<file path="src/rtl/uart_msg_dispatcher_if.sv">
// rtl/uart_msg_dispatcher_if.sv - byte input strobe and replace-request handshake bundle
interface uart_msg_dispatcher_if;
   logic [7:0]  rx_data;
   logic        rx_valid;
   logic        repl_valid;
   logic [15:0] repl_addr;
   logic [31:0] repl_data;
   logic        repl_ready;

   modport master (
      input  rx_data, rx_valid, repl_ready,
      output repl_valid, repl_addr, repl_data
   );

   modport slave (
      output rx_data, rx_valid, repl_ready,
      input  repl_valid, repl_addr, repl_data
   );
endinterface

</file>
<file path="src/rtl/uart_msg_dispatcher.sv">
// rtl/uart_msg_dispatcher.sv - assembles 8-byte UART messages and drives config, run and replace requests
module uart_msg_dispatcher #(
   parameter int TIMEOUT_CLKS    = 81000,
   parameter int DEF_NO_NUMS     = 16,
   parameter int DEF_PULSE_WIDTH = 73,
   parameter int DEF_PULSE_GAP   = 81,
   parameter int DEF_HALF_PERIOD = 3,
   parameter int DEF_DEMOD_WIDTH = 121
) (
   input  logic                  clk,
   input  logic                  n_reset,
   uart_msg_dispatcher_if.master bus,
   output logic [15:0]           mem_no_nums,
   output logic                  mem_test_mode,
   output logic [7:0]            mem_pulse_width,
   output logic [7:0]            mem_pulse_gap,
   output logic [7:0]            mod_half_period,
   output logic [15:0]           demod_pulse_width,
   output logic                  run,
   output logic [2:0]            err,
   output logic [15:0]           msg_count
);

   localparam int TW = $clog2(TIMEOUT_CLKS + 1);

   typedef enum logic [1:0] {
      S_IDLE,
      S_COLLECT,
      S_DECODE
   } state_t;

   state_t        state;
   logic [2:0]    byte_cnt;
   logic [TW-1:0] tmo_cnt;
   logic [63:0]   msg;

   // Bytes shift in from the top so that after eight strobes byte k sits at msg[8k+7:8k].
   always_ff @(posedge clk) begin
      if (!n_reset) begin
         state             <= S_IDLE;
         byte_cnt          <= '0;
         tmo_cnt           <= '0;
         msg               <= '0;
         mem_no_nums       <= 16'(DEF_NO_NUMS);
         mem_test_mode     <= 1'b0;
         mem_pulse_width   <= 8'(DEF_PULSE_WIDTH);
         mem_pulse_gap     <= 8'(DEF_PULSE_GAP);
         mod_half_period   <= 8'(DEF_HALF_PERIOD);
         demod_pulse_width <= 16'(DEF_DEMOD_WIDTH);
         run               <= 1'b0;
         err               <= '0;
         msg_count         <= '0;
         bus.repl_valid    <= 1'b0;
         bus.repl_addr     <= '0;
         bus.repl_data     <= '0;
      end else begin
         if (bus.repl_valid && bus.repl_ready)
            bus.repl_valid <= 1'b0;

         case (state)
            S_IDLE: begin
               if (bus.rx_valid) begin
                  msg      <= {bus.rx_data, msg[63:8]};
                  byte_cnt <= 3'd1;
                  tmo_cnt  <= '0;
                  state    <= S_COLLECT;
               end
            end

            S_COLLECT: begin
               if (bus.rx_valid) begin
                  msg     <= {bus.rx_data, msg[63:8]};
                  tmo_cnt <= '0;
                  if (byte_cnt == 3'd7) begin
                     byte_cnt <= '0;
                     state    <= S_DECODE;
                  end else begin
                     byte_cnt <= byte_cnt + 3'd1;
                  end
               end else if (tmo_cnt >= TW'(TIMEOUT_CLKS - 1)) begin
                  byte_cnt <= '0;
                  tmo_cnt  <= '0;
                  state    <= S_IDLE;
               end else begin
                  tmo_cnt <= tmo_cnt + 1'b1;
               end
            end

            S_DECODE: begin
               msg_count <= msg_count + 16'd1;
               case (msg[63:56])
                  8'h01: begin
                     run <= msg[0];
                     if (msg[1])
                        err <= '0;
                  end
                  8'h02: begin
                     if (run) begin
                        err[2] <= 1'b1;
                     end else begin
                        mem_no_nums     <= msg[15:0];
                        mem_test_mode   <= msg[16];
                        mem_pulse_width <= msg[31:24];
                        mem_pulse_gap   <= msg[39:32];
                     end
                  end
                  8'h03: begin
                     if (run)
                        err[2] <= 1'b1;
                     else
                        mod_half_period <= msg[7:0];
                  end
                  8'h04: begin
                     if (run)
                        err[2] <= 1'b1;
                     else
                        demod_pulse_width <= msg[15:0];
                  end
                  8'h05: begin
                     // A pending request completing this edge frees the slot for the new one.
                     if (!bus.repl_valid || bus.repl_ready) begin
                        bus.repl_addr  <= msg[15:0];
                        bus.repl_data  <= msg[47:16];
                        bus.repl_valid <= 1'b1;
                     end else begin
                        err[1] <= 1'b1;
                     end
                  end
                  default: err[0] <= 1'b1;
               endcase

               // A byte landing in the decode cycle starts the next message.
               if (bus.rx_valid) begin
                  msg      <= {bus.rx_data, msg[63:8]};
                  byte_cnt <= 3'd1;
                  tmo_cnt  <= '0;
                  state    <= S_COLLECT;
               end else begin
                  byte_cnt <= '0;
                  tmo_cnt  <= '0;
                  state    <= S_IDLE;
               end
            end

            default: state <= S_IDLE;
         endcase
      end
   end

endmodule

</file>
<file path="src/flat_wrapper.sv">
// flat-port wrapper written by rule: the top's interface ports become plain ports
module uart_msg_dispatcher_flat 
#(
   parameter int TIMEOUT_CLKS    = 81000,
   parameter int DEF_NO_NUMS     = 16,
   parameter int DEF_PULSE_WIDTH = 73,
   parameter int DEF_PULSE_GAP   = 81,
   parameter int DEF_HALF_PERIOD = 3,
   parameter int DEF_DEMOD_WIDTH = 121
)
  (clk, n_reset, mem_no_nums, mem_test_mode, mem_pulse_width, mem_pulse_gap, mod_half_period, demod_pulse_width, run, err, msg_count, bus_rx_data, bus_rx_valid, bus_repl_ready, bus_repl_valid, bus_repl_addr, bus_repl_data);
  uart_msg_dispatcher_if bus_i ();
  input  logic clk;
  input  logic n_reset;
  output logic [15:0] mem_no_nums;
  output logic mem_test_mode;
  output logic [7:0] mem_pulse_width;
  output logic [7:0] mem_pulse_gap;
  output logic [7:0] mod_half_period;
  output logic [15:0] demod_pulse_width;
  output logic run;
  output logic [2:0] err;
  output logic [15:0] msg_count;
  input wire logic [$bits(bus_i.rx_data)-1:0] bus_rx_data;
  input wire logic [$bits(bus_i.rx_valid)-1:0] bus_rx_valid;
  input wire logic [$bits(bus_i.repl_ready)-1:0] bus_repl_ready;
  output wire logic [$bits(bus_i.repl_valid)-1:0] bus_repl_valid;
  output wire logic [$bits(bus_i.repl_addr)-1:0] bus_repl_addr;
  output wire logic [$bits(bus_i.repl_data)-1:0] bus_repl_data;
  assign bus_i.rx_data = bus_rx_data;
  assign bus_i.rx_valid = bus_rx_valid;
  assign bus_i.repl_ready = bus_repl_ready;
  assign bus_repl_valid = bus_i.repl_valid;
  assign bus_repl_addr = bus_i.repl_addr;
  assign bus_repl_data = bus_i.repl_data;
  uart_msg_dispatcher #(.TIMEOUT_CLKS(TIMEOUT_CLKS), .DEF_NO_NUMS(DEF_NO_NUMS), .DEF_PULSE_WIDTH(DEF_PULSE_WIDTH), .DEF_PULSE_GAP(DEF_PULSE_GAP), .DEF_HALF_PERIOD(DEF_HALF_PERIOD), .DEF_DEMOD_WIDTH(DEF_DEMOD_WIDTH)) u_core (.clk(clk), .n_reset(n_reset), .bus(bus_i), .mem_no_nums(mem_no_nums), .mem_test_mode(mem_test_mode), .mem_pulse_width(mem_pulse_width), .mem_pulse_gap(mem_pulse_gap), .mod_half_period(mod_half_period), .demod_pulse_width(demod_pulse_width), .run(run), .err(err), .msg_count(msg_count));
endmodule
</file>
<file path="config.mk">
export PLATFORM = sky130hd
export DESIGN_NAME = uart_msg_dispatcher_flat
export DESIGN_NICKNAME = d
export VERILOG_FILES = /design/src/rtl/uart_msg_dispatcher_if.sv /design/src/rtl/uart_msg_dispatcher.sv /design/src/flat_wrapper.sv
export SDC_FILE = /design/constraint.sdc
export NUM_CORES = 1
export LEC_CHECK = 0
export CAP_MARGIN = 0
export CORE_ASPECT_RATIO = 0.9
export CORE_MARGIN = 1
export CORE_UTILIZATION = 50
export DETAILED_ROUTE_END_ITERATION = 16
export PLACE_DENSITY = 0.84
export RECOVER_POWER = 100
export SLEW_MARGIN = 20
export SYNTH_ARGS = -nofsm -noshare
export SYNTH_HDL_FRONTEND = slang
export SYNTH_SLANG_ARGS = --single-unit
</file>
<file path="constraint.sdc">
create_clock -name clk -period 2.09 [get_ports clk]
set_input_delay 0.5225 -clock clk [delete_from_list [all_inputs] [get_ports clk]]
set_output_delay 0.5225 -clock clk [all_outputs]
set_load 0.05 [all_outputs]
</file>
Word level (Yosys, flattened, before mapping)

Index checks and enable logic that the tools add are counted.

Word-level logic and storage cells: 86
Register bits: 212
Bits of input ports: 12

Reductions and logical operators: 22
Order comparisons: 1
Bitwise operators: 2
Eq/ne operators: 14
Mux-type cells: 26
Add/sub/neg operators: 3

Operator list:

| operator                | number |
|---|---|
| $mux W17                | 3 |
| $pmux W17 S3            | 1 |
| $reduce_and A3 Y1       | 7 |
| $add A17 B1 Y17 const B | 1 |
| $ge A17 B17 Y1 const B  | 1 |
| $add A16 B1 Y16 const B | 1 |
| $eq A8 B2 Y1 const B    | 2 |
| $eq A8 B3 Y1 const B    | 2 |
| $mux W3                 | 5 |
| $pmux W3 S3             | 1 |
| $eq A8 B1 Y1 const B    | 1 |
| $mux W1                 | 8 |
| $mux W2                 | 4 |
| $reduce_and A4 Y1       | 2 |
| $ne A3 B2 Y1 const B    | 2 |
| $pmux W1 S2             | 3 |
| $pmux W2 S3             | 1 |
| $reduce_and A2 Y1       | 3 |
| $reduce_or A3 Y1        | 2 |
| $ne A2 B1 Y1 const B    | 2 |
| $ne A2 B2 Y1 const B    | 2 |
| $reduce_bool A2 Y1      | 2 |
| $reduce_or A4 Y1        | 1 |
| $add A3 B1 Y3 const B   | 1 |
| 9 further kinds         | 10 |

Logic depth before layout (Yosys ltp)

Gate-level depths: netlist (run 1).

Word-level depth: 5
Depth in mapped cells: 8
Gate-level depth less buffers: 7

Least setup slack after synthesis (run 1)

OpenSTA, ideal clock, no wires.

Path type: register -> register
Start point: register u_core.state[0]
End point: register u_core.tmo_cnt[0]
Cell stages (with the launch flop): 8
Slack: 231 ps
Required time: 2020 ps
Library setup time: 70 ps
Arrival time: 1788 ps
Buffers on the path: 1
Period minus slack after synthesis: 1859 ps
Cell sequence: dfxtp_1 inv_1 ha_1 nor2b_1 or2_2 clkbuf_1 or4_1 a21oi_1

Word-level cells in the longest chain between the ends: 3
Elaborated cells on any way between the ends: 7

Ends and longest elaborated chain:

| item                                                         | RTL line                  | source |
|---|---|---|
| from (decl)                                                  | uart_msg_dispatcher.sv:32 | `state_t state;` |
| from (signal assigned)                                       | uart_msg_dispatcher.sv:40 | `state <= S_IDLE;` |
| from (signal assigned)                                       | uart_msg_dispatcher.sv:66 | `state <= S_COLLECT;` |
| from (signal assigned)                                       | uart_msg_dispatcher.sv:76 | `state <= S_DECODE;` |
| $eq A2 B1 Y1, or another cell as far along                   | uart_msg_dispatcher.sv:60 | `case (state)` |
| $reduce_bool A3 Y1 (no line) or $ne A2 B2 Y1 (tied branches) | n/a                       |  |
| $reduce_and A2 Y1 (no line)                                  | n/a                       |  |
| to (signal assigned)                                         | uart_msg_dispatcher.sv:85 | `tmo_cnt <= tmo_cnt + 1'b1;` |
| to (decl)                                                    | uart_msg_dispatcher.sv:34 | `logic [TW-1:0] tmo_cnt;` |

Several ways; a longest one is shown, not always the timed one.
A chain may end at the register's enable or synchronous reset.

Final worst setup path (run 1)

Start point: register u_core.msg_count[11]
End point: output msg_count[11]

RTL lines:

| item                   | RTL line                  | source |
|---|---|---|
| from (decl)            | uart_msg_dispatcher.sv:21 | `output logic [15:0] msg_count` |
| from (signal assigned) | uart_msg_dispatcher.sv:90 | `msg_count <= msg_count + 16'd1;` |
| to (decl)              | flat_wrapper.sv:23        | `output logic [15:0] msg_count;` |

No word-level cell between the ends.

==> results.cfg, run 1 <==
[min_path]
hold_path_end = u_core.mem_no_nums[12]$_SDFFE_PN0P_
hold_depth = 2
holdCritPathClass = flop to flop
hp-start = u_core.mem_no_nums[12]$_SDFFE_PN0P_

[synth]
syn-num-nets = 1014
synth-compound-area-share_pct = 11.3
yosysWarnings = 0
synth_cell_type_count = 45
synth_area_mm2 = 0.00803
synth-adder-area-share_pct = 1.25
muxShareOfSynthArea_pct = 1.88
synth-xor-area-share_pct = 2.94
synth_top_family_by_area = simple AND/OR/NAND/NOR gates
synth_flop_cell = dfxtp_1
yosysSeqAreaShare_pct = 52.8
postSynthAreaPerCell_um2 = 8.08
synth_simple_gate_area_share_pct = 25.8
ys_seq_elements = 212
netlist_instances = 994
async_reset_ff_share_pct = 0
synth-edff-count = 0

[sta]
hold_viol = 0
fin_tns_setup_ps = 0
fin_crit_ps = 2010
skew_ps = 14.5
fmax_mhz = 496
finalSetupViolCount = 0
maxSlewHeadroom_pct = 59.3
min_period_over_period_pct = 96.4
tightest_slew_ps = 602
setup_ws_ps = 75.7
drv_slew = 0

[place]
dpl_worst_slack_ps = -141
routabilityCongestion = 0.869
dp.cells = 1298
port_buffers = 137
dp_hpwl_mm = 13.5

[cells_and_area]
regArea_mm2 = 0.00424
drive_gt1_share_pct = 7.67
synthToLayoutAreaGrowth_pct = 28.0
multi_input_area_mm2 = 0.00348
diodes = 0
fin_util_pct = 66.1
finalNetCount = 1140
finalNonFillerCells = 1336
n_fill_cell = 1276

[cts]
clkTransAtPathRegs_ps = 60
cts_made_buffers = 21
cts_max_level = 1
clkSinkCount = 212
clk_path_buf_depth = 3
cts_tree = yes
worstSkewPairLatency_ps = 500
root_buffer = clkbuf_16
cts_hold_buf = 0

[pwr]
swShare_pct = 22.5
cellLeakagePower_nw = 4.11
switchingPower_w = 0.00196
internal_power_w = 0.00677
power.density_mw_per_mm2 = 849
clockPowerShare_pct = 45.2
vdd_ir_drop_max_mv = 0.636
seq_power_share_pct = 47.5
p_comb_share_pct = 7.2

[die]
die_x_um = 136
core_area_mm2 = 0.0155
num_rows = 43
start_util_pct = 51.7
die_area_mm2 = 0.0166
num_io_pins = 138
die_y_um = 122

[worst_setup_path]
path_buf_inv = 1
path_cells = dlygate4sd2_1
critical-path-top-delay-family = buffers and inverters
cp-startpoint = u_core.msg_count[11]$_SDFFE_PN0P_
worst-endpoint-required_ps = 1570
r2r_cells = 6
crit_fanout = 5
worst-setup-path-type = flop to output port
start_kind = flop
rr_endpoint = u_core.mod_half_period[6]$_SDFFE_PN0P_
slowest_delay_ps = 560
endpoint_kind = output port
r2r_setup_slack_ps = 80
r2r-start = u_core.msg[61]$_SDFFE_PN0P_
worstPathArrival_ps = 1490
cp_slowest_cell = dlygate4sd2_1

[drt]
routed_wl_mm = 20.7
wl_per_cell_um = 15.5
drc = 0
vias = 7243
first_iter_violations = 715
firstDrtPassIters = 5
ant_nets = 0
viasPerCell = 5.42

[job]
drv_cap = 0

[global_routing]
grt_max_degree = 65
grt_pass1_vias = 6493
grt_pass1_wl_mm = 33.3
grtUsageTotal_pct = 25.0
antenna_found_initial = 0
overflow = 0

[status]
status = completed
## layer usage
layer | GRT usage, % | share of wire [%] | vias to the layer above | wire (µm)
li1 | - | - | 3535 | -
met1 | 35.5 | 44 | 3392 | 9190
met2 | 39.9 | 47 | 287 | 9630
met3 | 2.85 | 6.8 | 29 | 1400
met4 | 7.44 | 2.1 | 0 | 437
met5 | 0 | 0 | - | 0
## Yosys cell counts (3+ instances only)
library cell | number | share of area [%]
clkbuf_1 | 41 | 1.9
nand2b_1 | 3 | 0.23
nor2_1 | 32 | 1.5
nand2_1 | 351 | 16
mux2i_1 | 14 | 1.7
or4_1 | 4 | 0.37
inv_1 | 9 | 0.42
and4_1 | 5 | 0.55
nand4_1 | 10 | 0.78
or3_1 | 6 | 0.47
nor3_1 | 19 | 1.2
buf_2 | 14 | 0.87
buf_6 | 3 | 0.42
dfxtp_1 | 212 | 53
and3_1 | 6 | 0.47
a21oi_1 | 158 | 9.8
buf_1 | 5 | 0.23
a31oi_1 | 3 | 0.23
nor2b_1 | 4 | 0.31
o21ai_0 | 5 | 0.31
xor2_1 | 13 | 1.4
xnor2_1 | 14 | 1.5
nand3_1 | 26 | 1.6
nor4_1 | 4 | 0.31
ha_1 | 8 | 1.2
## final cells by class
| cell class | count | share of cell area, % |
|---|---|---|
| multi-input combinational | 708 | 33.9 |
| clock buffer | 33 | 6.13 |
| clock inverter | 4 | 0.961 |
| sequential | 212 | 41.3 |
| inverter | 10 | 0.414 |
| timing repair buffer | 167 | 14.9 |
| tap | 202 | 2.46 |
## layout by cell type (no fill, tap or decap), drive strengths merged, types with 3 or more instances in the layout
| cell type | count |
|---|---|
| nand2 | 351 |
| dfxtp | 212 |
| a21oi | 158 |
| dlygate4sd2 | 111 |
| buf | 44 |
| clkbuf | 34 |
| nor2 | 32 |
| nand3 | 27 |
| nor3 | 20 |
| xnor2 | 14 |
| mux2i | 14 |
| xor2 | 13 |
| clkdlybuf4s50 | 11 |
| inv | 11 |
| nand4 | 10 |
| ha | 8 |
| nor4 | 7 |
| and3 | 6 |
| or3 | 6 |
| o21ai | 5 |
| and4 | 5 |
| or4 | 4 |
| nor2b | 4 |
| a31oi | 3 |
| bufinv | 3 |
| nand2b | 3 |
## flip-flops by register name, summed over array words and instances, names as in the netlist
register,cells
u_core.bus.repl_addr,16
u_core.mem_no_nums,16
u_core.tmo_cnt,17
u_core.mem_pulse_width,8
u_core.bus.repl_valid,1
u_core.err,3
u_core.mem_test_mode,1
u_core.byte_cnt,3
u_core.run,1
u_core.msg,64
u_core.mem_pulse_gap,8
u_core.bus.repl_data,32
u_core.msg_count,16
u_core.demod_pulse_width,16
u_core.state,2
u_core.mod_half_period,8
## worst max path at each step
| stage | slack [ps] | cells past startpoint | endpoint |
|---|---|---|---|
| after floorplan | 230 | 7 | u_core.tmo_cnt[0]$_SDFFE_PN0P_ |
| after global placement | -130 | 6 | u_core.tmo_cnt[16]$_SDFFE_PN0P_ |
| after detailed placement | -140 | 6 | u_core.tmo_cnt[16]$_SDFFE_PN0P_ |
| after CTS | 70 | 1 | msg_count[11] |
| after global routing | -1 | 6 | u_core.mod_half_period[5]$_SDFFE_PN0P_ |
| final | 80 | 1 | msg_count[11] |
## power groups by stage
| stage | Clock (W) | Sequential [W] | Combinational [W] |
|---|---|---|---|
| final | 0.00395 | 0.00415 | 0.000629 |
| after global routing | 0.00419 | 0.00415 | 0.000684 |
| after CTS | 0.00400 | 0.00415 | 0.000621 |
| after detailed placement | 0 | 0.00424 | 0.000613 |
| after global placement | 0 | 0.00423 | 0.000606 |
| after floorplan | 0 | 0.00424 | 0.000379 |
## cell families after synthesis
group | after synthesis
AOI/OAI and AO/OA | 176
muxes | 15
buffers and inverters | 74
adders and majority gates | 8
xor gates and xnor gates | 27
DFF | 212
and+or+nand+nor | 482
## through the flow
step	area (µm²)	total power, W	hold WS [ps]
6_report	10300	0.00873	447
5_1_grt	10300	0.00902	465
4_1_cts	10300	0.00877	448
3_5_place_dp	9680	0.00485	444
3_3_place_gp	9680	0.00484	438
2_1_floorplan	8030	0.00462	432
## timing repair
item	4_1_cts	5_1_grt
endpoints found under the hold margin	0	0
setup buffers	0	1
setup endpoints to repair	111	2
resized for setup	111	1
pin swaps	0	1
(Power assumes the default switching activity.)
==> run 2, diff against run 1 <==
- CTS_CLUSTER_SIZE: unset -> 24
- TNS_END_PERCENT: unset -> 100
==> results of run 2 <==
The final DEF is identical to that of run 1; final timing and power are the same.
